==> src/rtl/seg7_pkg.sv <==
// Shared constants for the 7-segment scan driver: nibble width, blank pattern
// and the active-low hex segment table ({g,f,e,d,c,b,a}).
package seg7_pkg;

  localparam int NIBBLE_W = 4;

  localparam logic [6:0] SEG_BLANK = 7'h7F;

  localparam logic [6:0] SEG_LUT [16] = '{
    7'h40, 7'h79, 7'h24, 7'h30,
    7'h19, 7'h12, 7'h02, 7'h78,
    7'h00, 7'h10, 7'h08, 7'h03,
    7'h46, 7'h21, 7'h06, 7'h0E
  };

endpackage

==> src/rtl/seg7_hex_decode.sv <==
// Combinational hex nibble to active-low segment pattern decoder.
module seg7_hex_decode
  import seg7_pkg::*;
(
  input  logic [NIBBLE_W-1:0] nibble,
  output logic [6:0]          seg
);

  always_comb begin
    seg = SEG_LUT[nibble];
  end

endmodule

==> src/rtl/seg7_scan_driver.sv <==
// Multiplexed 7-segment scan driver with valid/ready frame input and
// tear-free commit at frame end. Optional macro: SEG7_LEADING_ZERO_BLANK_EN.
module seg7_scan_driver
  import seg7_pkg::*;
#(
  parameter int NUM_DIGITS  = 4,
  parameter int REFRESH_DIV = 100000
) (
  input  logic                         clk,
  input  logic                         rst,
  input  logic                         in_valid,
  output logic                         in_ready,
  input  logic [NIBBLE_W*NUM_DIGITS-1:0] in_data,
  input  logic [NUM_DIGITS-1:0]        in_dp,
  output logic [6:0]                   seg,
  output logic                         dp,
  output logic [NUM_DIGITS-1:0]        an
);

  localparam int PRE_W  = $clog2(REFRESH_DIV);
  localparam int IDX_W  = (NUM_DIGITS > 1) ? $clog2(NUM_DIGITS) : 1;
  localparam int DATA_W = NIBBLE_W * NUM_DIGITS;

  logic [PRE_W-1:0]      prescaler_q, prescaler_d;
  logic [IDX_W-1:0]      index_q, index_d;
  logic [DATA_W-1:0]     shadow_data_q, shadow_data_d;
  logic [NUM_DIGITS-1:0] shadow_dp_q, shadow_dp_d;
  logic [DATA_W-1:0]     disp_data_q, disp_data_d;
  logic [NUM_DIGITS-1:0] disp_dp_q, disp_dp_d;
  logic                  pending_q, pending_d;
  logic [6:0]            seg_q, seg_d;
  logic                  dp_q, dp_d;
  logic [NUM_DIGITS-1:0] an_q, an_d;

  logic                  tick;
  logic                  frame_end;
  logic                  accept;
  logic [NIBBLE_W-1:0]   cur_nibble;
  logic                  cur_dp;
  logic                  cur_blank;
  logic [6:0]            cur_seg;

  seg7_hex_decode u_decode (
    .nibble (cur_nibble),
    .seg    (cur_seg)
  );

  always_comb begin
    tick        = (prescaler_q == PRE_W'(REFRESH_DIV - 1));
    frame_end   = tick && (index_q == IDX_W'(NUM_DIGITS - 1));
    prescaler_d = tick ? '0 : prescaler_q + 1'b1;
    index_d     = index_q;
    if (tick) begin
      index_d = (index_q == IDX_W'(NUM_DIGITS - 1)) ? '0 : index_q + 1'b1;
    end
  end

  // A new frame waits in the shadow regs until the scan wraps, so a digit
  // never shows half of an old frame and half of a new one.
  always_comb begin
    in_ready      = !pending_q && !rst;
    accept        = in_valid && in_ready;
    shadow_data_d = shadow_data_q;
    shadow_dp_d   = shadow_dp_q;
    disp_data_d   = disp_data_q;
    disp_dp_d     = disp_dp_q;
    pending_d     = pending_q;
    if (accept) begin
      shadow_data_d = in_data;
      shadow_dp_d   = in_dp;
      pending_d     = 1'b1;
    end
    if (frame_end && pending_q) begin
      disp_data_d = shadow_data_q;
      disp_dp_d   = shadow_dp_q;
      pending_d   = 1'b0;
    end
  end

  always_comb begin
    cur_nibble = '0;
    cur_dp     = 1'b0;
    for (int i = 0; i < NUM_DIGITS; i++) begin
      if (index_q == IDX_W'(i)) begin
        cur_nibble = disp_data_q[i*NIBBLE_W +: NIBBLE_W];
        cur_dp     = disp_dp_q[i];
      end
    end
  end

`ifdef SEG7_LEADING_ZERO_BLANK_EN
  logic [NUM_DIGITS-1:0] lead_zero;
  logic                  zero_acc;

  // Walk down from the leftmost digit; a digit is a leading zero while
  // everything at and above it has a zero nibble and an unlit point.
  always_comb begin
    zero_acc  = 1'b1;
    lead_zero = '0;
    cur_blank = 1'b0;
    for (int i = NUM_DIGITS - 1; i >= 0; i--) begin
      zero_acc     = zero_acc && (disp_data_q[i*NIBBLE_W +: NIBBLE_W] == '0) && !disp_dp_q[i];
      lead_zero[i] = zero_acc && (i > 0);
    end
    for (int i = 0; i < NUM_DIGITS; i++) begin
      if (index_q == IDX_W'(i)) begin
        cur_blank = lead_zero[i];
      end
    end
  end
`else
  always_comb begin
    cur_blank = 1'b0;
  end
`endif

  always_comb begin
    seg_d = SEG_BLANK;
    dp_d  = 1'b1;
    an_d  = '1;
    if (!cur_blank) begin
      seg_d = cur_seg;
      dp_d  = !cur_dp;
      for (int i = 0; i < NUM_DIGITS; i++) begin
        if (index_q == IDX_W'(i)) begin
          an_d[i] = 1'b0;
        end
      end
    end
  end

  always_ff @(posedge clk) begin
    if (rst) begin
      prescaler_q   <= '0;
      index_q       <= '0;
      shadow_data_q <= '0;
      shadow_dp_q   <= '0;
      disp_data_q   <= '0;
      disp_dp_q     <= '0;
      pending_q     <= 1'b0;
      seg_q         <= SEG_BLANK;
      dp_q          <= 1'b1;
      an_q          <= '1;
    end else begin
      prescaler_q   <= prescaler_d;
      index_q       <= index_d;
      shadow_data_q <= shadow_data_d;
      shadow_dp_q   <= shadow_dp_d;
      disp_data_q   <= disp_data_d;
      disp_dp_q     <= disp_dp_d;
      pending_q     <= pending_d;
      seg_q         <= seg_d;
      dp_q          <= dp_d;
      an_q          <= an_d;
    end
  end

  assign seg = seg_q;
  assign dp  = dp_q;
  assign an  = an_q;

endmodule

==> config.mk <==
export PLATFORM = sky130hd
export DESIGN_NAME = seg7_scan_driver
export DESIGN_NICKNAME = d
export VERILOG_FILES = /design/src/rtl/seg7_pkg.sv /design/src/rtl/seg7_hex_decode.sv /design/src/rtl/seg7_scan_driver.sv
export SDC_FILE = /design/constraint.sdc
export NUM_CORES = 1
export LEC_CHECK = 0
export BUFFER_PORTS_ARGS = -buffer_cell sky130_fd_sc_hd__buf_4
export CAP_MARGIN = 30
export CORE_UTILIZATION = 52
export CTS_CLUSTER_DIAMETER = 40
export DETAILED_ROUTE_END_ITERATION = 16
export PLACE_DENSITY = 0.69
export SETUP_SLACK_MARGIN = 0.15
export SLEW_MARGIN = 20
export SYNTH_ARGS = -nofsm -noshare
export SYNTH_HDL_FRONTEND = slang
export SYNTH_SLANG_ARGS = --single-unit
==> constraint.sdc <==
create_clock -name clk -period 3 [get_ports clk]
set_input_delay 0.75 -clock clk [delete_from_list [all_inputs] [get_ports clk]]
set_output_delay 0.75 -clock clk [all_outputs]
set_load 0.05 [all_outputs]
==> impl_metrics.json <==
{
  "status": "finished, final reports clean",
  "place_congestion": 0.824,
  "synth_compound_area_frac": 0.0977,
  "ys_seq_area_frac": 0.458,
  "peakVddDrop_mv": 0.285,
  "yosysWarnings": 0,
  "tightest_slew_ns": 0.566,
  "via_per_inst": 5.35,
  "min_path_type": "register to register",
  "cts.sinks": 72,
  "postCtsHoldBufs": 0,
  "post_dp_cell_area_mm2": 0.00342,
  "cts-resized-gates": 0,
  "cts_root_buf": "clkbuf_8",
  "finalCoreUtilization": 0.631,
  "chipHeight_um": 79.8,
  "yosysTopAreaCell": "dfxtp_1",
  "finalHoldViolations": 0,
  "drv_slew": 0,
  "avgSynthCellArea_um2": 9.24,
  "syn_nets": 375,
  "postCtsSetupRepairBufs": 0,
  "htreeDepth": 3,
  "drt-pass1-iter-count": 4,
  "core_area_mm2": 0.00568,
  "fin_cells": 448,
  "synth_top_family_by_area": "simple AND/OR/NAND/NOR gates",
  "rsz0062_at_grt": "false",
  "clock_skew_ns": 0.00824,
  "drv_cap": 0,
  "final.min_clock_period_ns": 2.46,
  "drt_iter0_drc": 103,
  "setup_viol": 0,
  "min_period_over_period": 0.821,
  "required_ns": 3.23,
  "grtUsageTotal": 0.208,
  "numPortBuffers": 35,
  "dp_hpwl_um": 3970,
  "grt_pass1_vias": 2249,
  "placed_cells": 432,
  "ys_ff_latch": 72,
  "yosys_most_used_dff": "dfxtp_1",
  "grt_max_degree": 48,
  "vias": 2399,
  "worstSetupEndpointType": "register",
  "initial_core_util": 0.555,
  "cp_max_fo": 16,
  "crit_type": "register to register",
  "ios": 36,
  "grt_pass1_wl_um": 10200,
  "max_clock_freq_mhz": 406,
  "final_antenna_net_count": 0,
  "arrival_ns": 2.69,
  "synth_area_leaders": "dfxtp_1, nand2_1, mux2i_1",
  "die_w_um": 79.8,
  "syn_area_mm2": 0.00315,
  "antenna_found_initial": 0,
  "cp-start-kind": "register",
  "cts_tree": "built",
  "synth_edf_count": 0,
  "nNetsFinal": 405,
  "synthSimpleGateAreaFrac": 0.236,
  "async_reset_ff_frac": 0,
  "setup-tns-final_ns": 0,
  "final_layout_size_suffix_gt1_frac": 0.181,
  "syn_inst": 341,
  "fin_area_mm2": 0.00358,
  "synth_xor_area_frac": 0.0417,
  "power_density_mw_per_mm2": 488,
  "synth-adder-area-share": 0.0437,
  "muxShareOfSynthArea": 0.0766,
  "rows": 27,
  "yosysUniqueCellTypes": 46,
  "synth_top_area_frac": 0.458,
  "p_leak_nw": 1.50,
  "relSlewSlack": 0.622,
  "cts_inserted_buffers": 9,
  "insertion_delay_ns": 0.34,
  "grt_remaining_overflow": 0,
  "cts_buffer_depth": 2,
  "dieArea_mm2": 0.00637,
  "clkTransAtPathRegs_ns": 0.08,
  "n_antenna_cell": 0,
  "wl_per_cell_um": 13.0,
  "drcViolationCount": 0,
  "wl_um": 5840,
  "layout_common_cells": "nand2_1, dfxtp_1, buf_4, mux2i_1, o21ai_0",
  "area_growth_pct": 13.7
}
==> Yosys cell counts, drive strengths merged, types with 3 or more instances <==
master  count
xor2        5
nand3       8
ha         11
nor4        3
o21ai      22
nor2       23
dfxtp      72
nor2b       3
or4         3
nand4       7
nor3        5
buf         8
clkbuf     11
inv        10
a221o       5
nand3b      4
nand2      73
xnor2      10
nor3b       5
mux2i      23
a211oi      3
==> report_power, final <==
part	internal [W]	total, W	leakage (nW)	switching, W
clock network	0.000296	0.000647	0.0858	0.000351
registers	0.000983	0.000994	0.587	0.0000109
logic	0.0000428	0.000108	0.826	0.0000652
total	0.00132	0.00175	1.50	0.000427
==> cell type report <==
| cell class | instances | area, µm² |
|---|---|---|
| fill | 487 | 2090 |
| multi-input combinational | 240 | 1560 |
| sequential | 72 | 1440 |
| timing repair buffer | 38 | 285 |
| clock buffer | 10 | 128 |
| tap | 72 | 90.1 |
| inverter | 10 | 37.5 |
| clock inverter | 6 | 36.3 |
==> path summary, 6_finish.rpt <==
check | endpoint | startpoint | cells after the start | slack (ns)
worst max-delay path | seg[0] | index_q[0] | 6 | 0.54
worst min-delay path | disp_data_q[13] | disp_data_q[13] | 2 | 0.46
worst max register to register | seg[0] | index_q[0] | 6 | 0.54
worst min register to register | disp_data_q[13] | disp_data_q[13] | 2 | 0.46
==> critical path, stage by stage, from the launching register on <==
cell and delay [ns]:
dfxtp_1 0.41, ha_1 0.52, a211oi_1 0.09, a221o_1 0.46
ha_1 0.24, or4_1 0.52, o311a_1 0.13
==> kinds of logic after synthesis <==
family                   count (synthesis)
AO/OA/AOI/OAI                           44
XOR/XNOR                                15
adder cells (fa/ha/maj)                 11
buffers and inverters                   29
flip-flops                              72
multiplexers                            24
AND/OR/NAND/NOR                        146
==> flip-flops by register name (all words and copies together), names as in the netlist, 2 cells and up <==
signal and cells:
disp_data_q 16, shadow_dp_q 4, disp_dp_q 4, shadow_data_q 16
an 4, prescaler_q 17, index_q 2, seg 7
==> per-stage QoR <==
step	power (W)	hold WS [ns]	setup WS, ns
after floorplan	0.00108	0.434	0.658
after global routing	0.00182	0.484	0.317
after detailed placement	0.00113	0.452	0.576
after global placement	0.00112	0.449	0.643
after CTS	0.00177	0.463	0.565
final	0.00175	0.461	0.538
==> layer usage <==
layer | part of all wire | routed length, µm | track usage | up-vias
met3 | 0.038 | 224 | 0.0560 | 8
met2 | 0.45 | 2600 | 0.328 | 45
li1 | - | - | - | 1234
met1 | 0.50 | 2930 | 0.273 | 1112
met4 | 0.015 | 85 | 0.0750 | 0
met5 | 0 | 0 | 0 | -
Note: power is estimated with default switching activity, not from simulation.
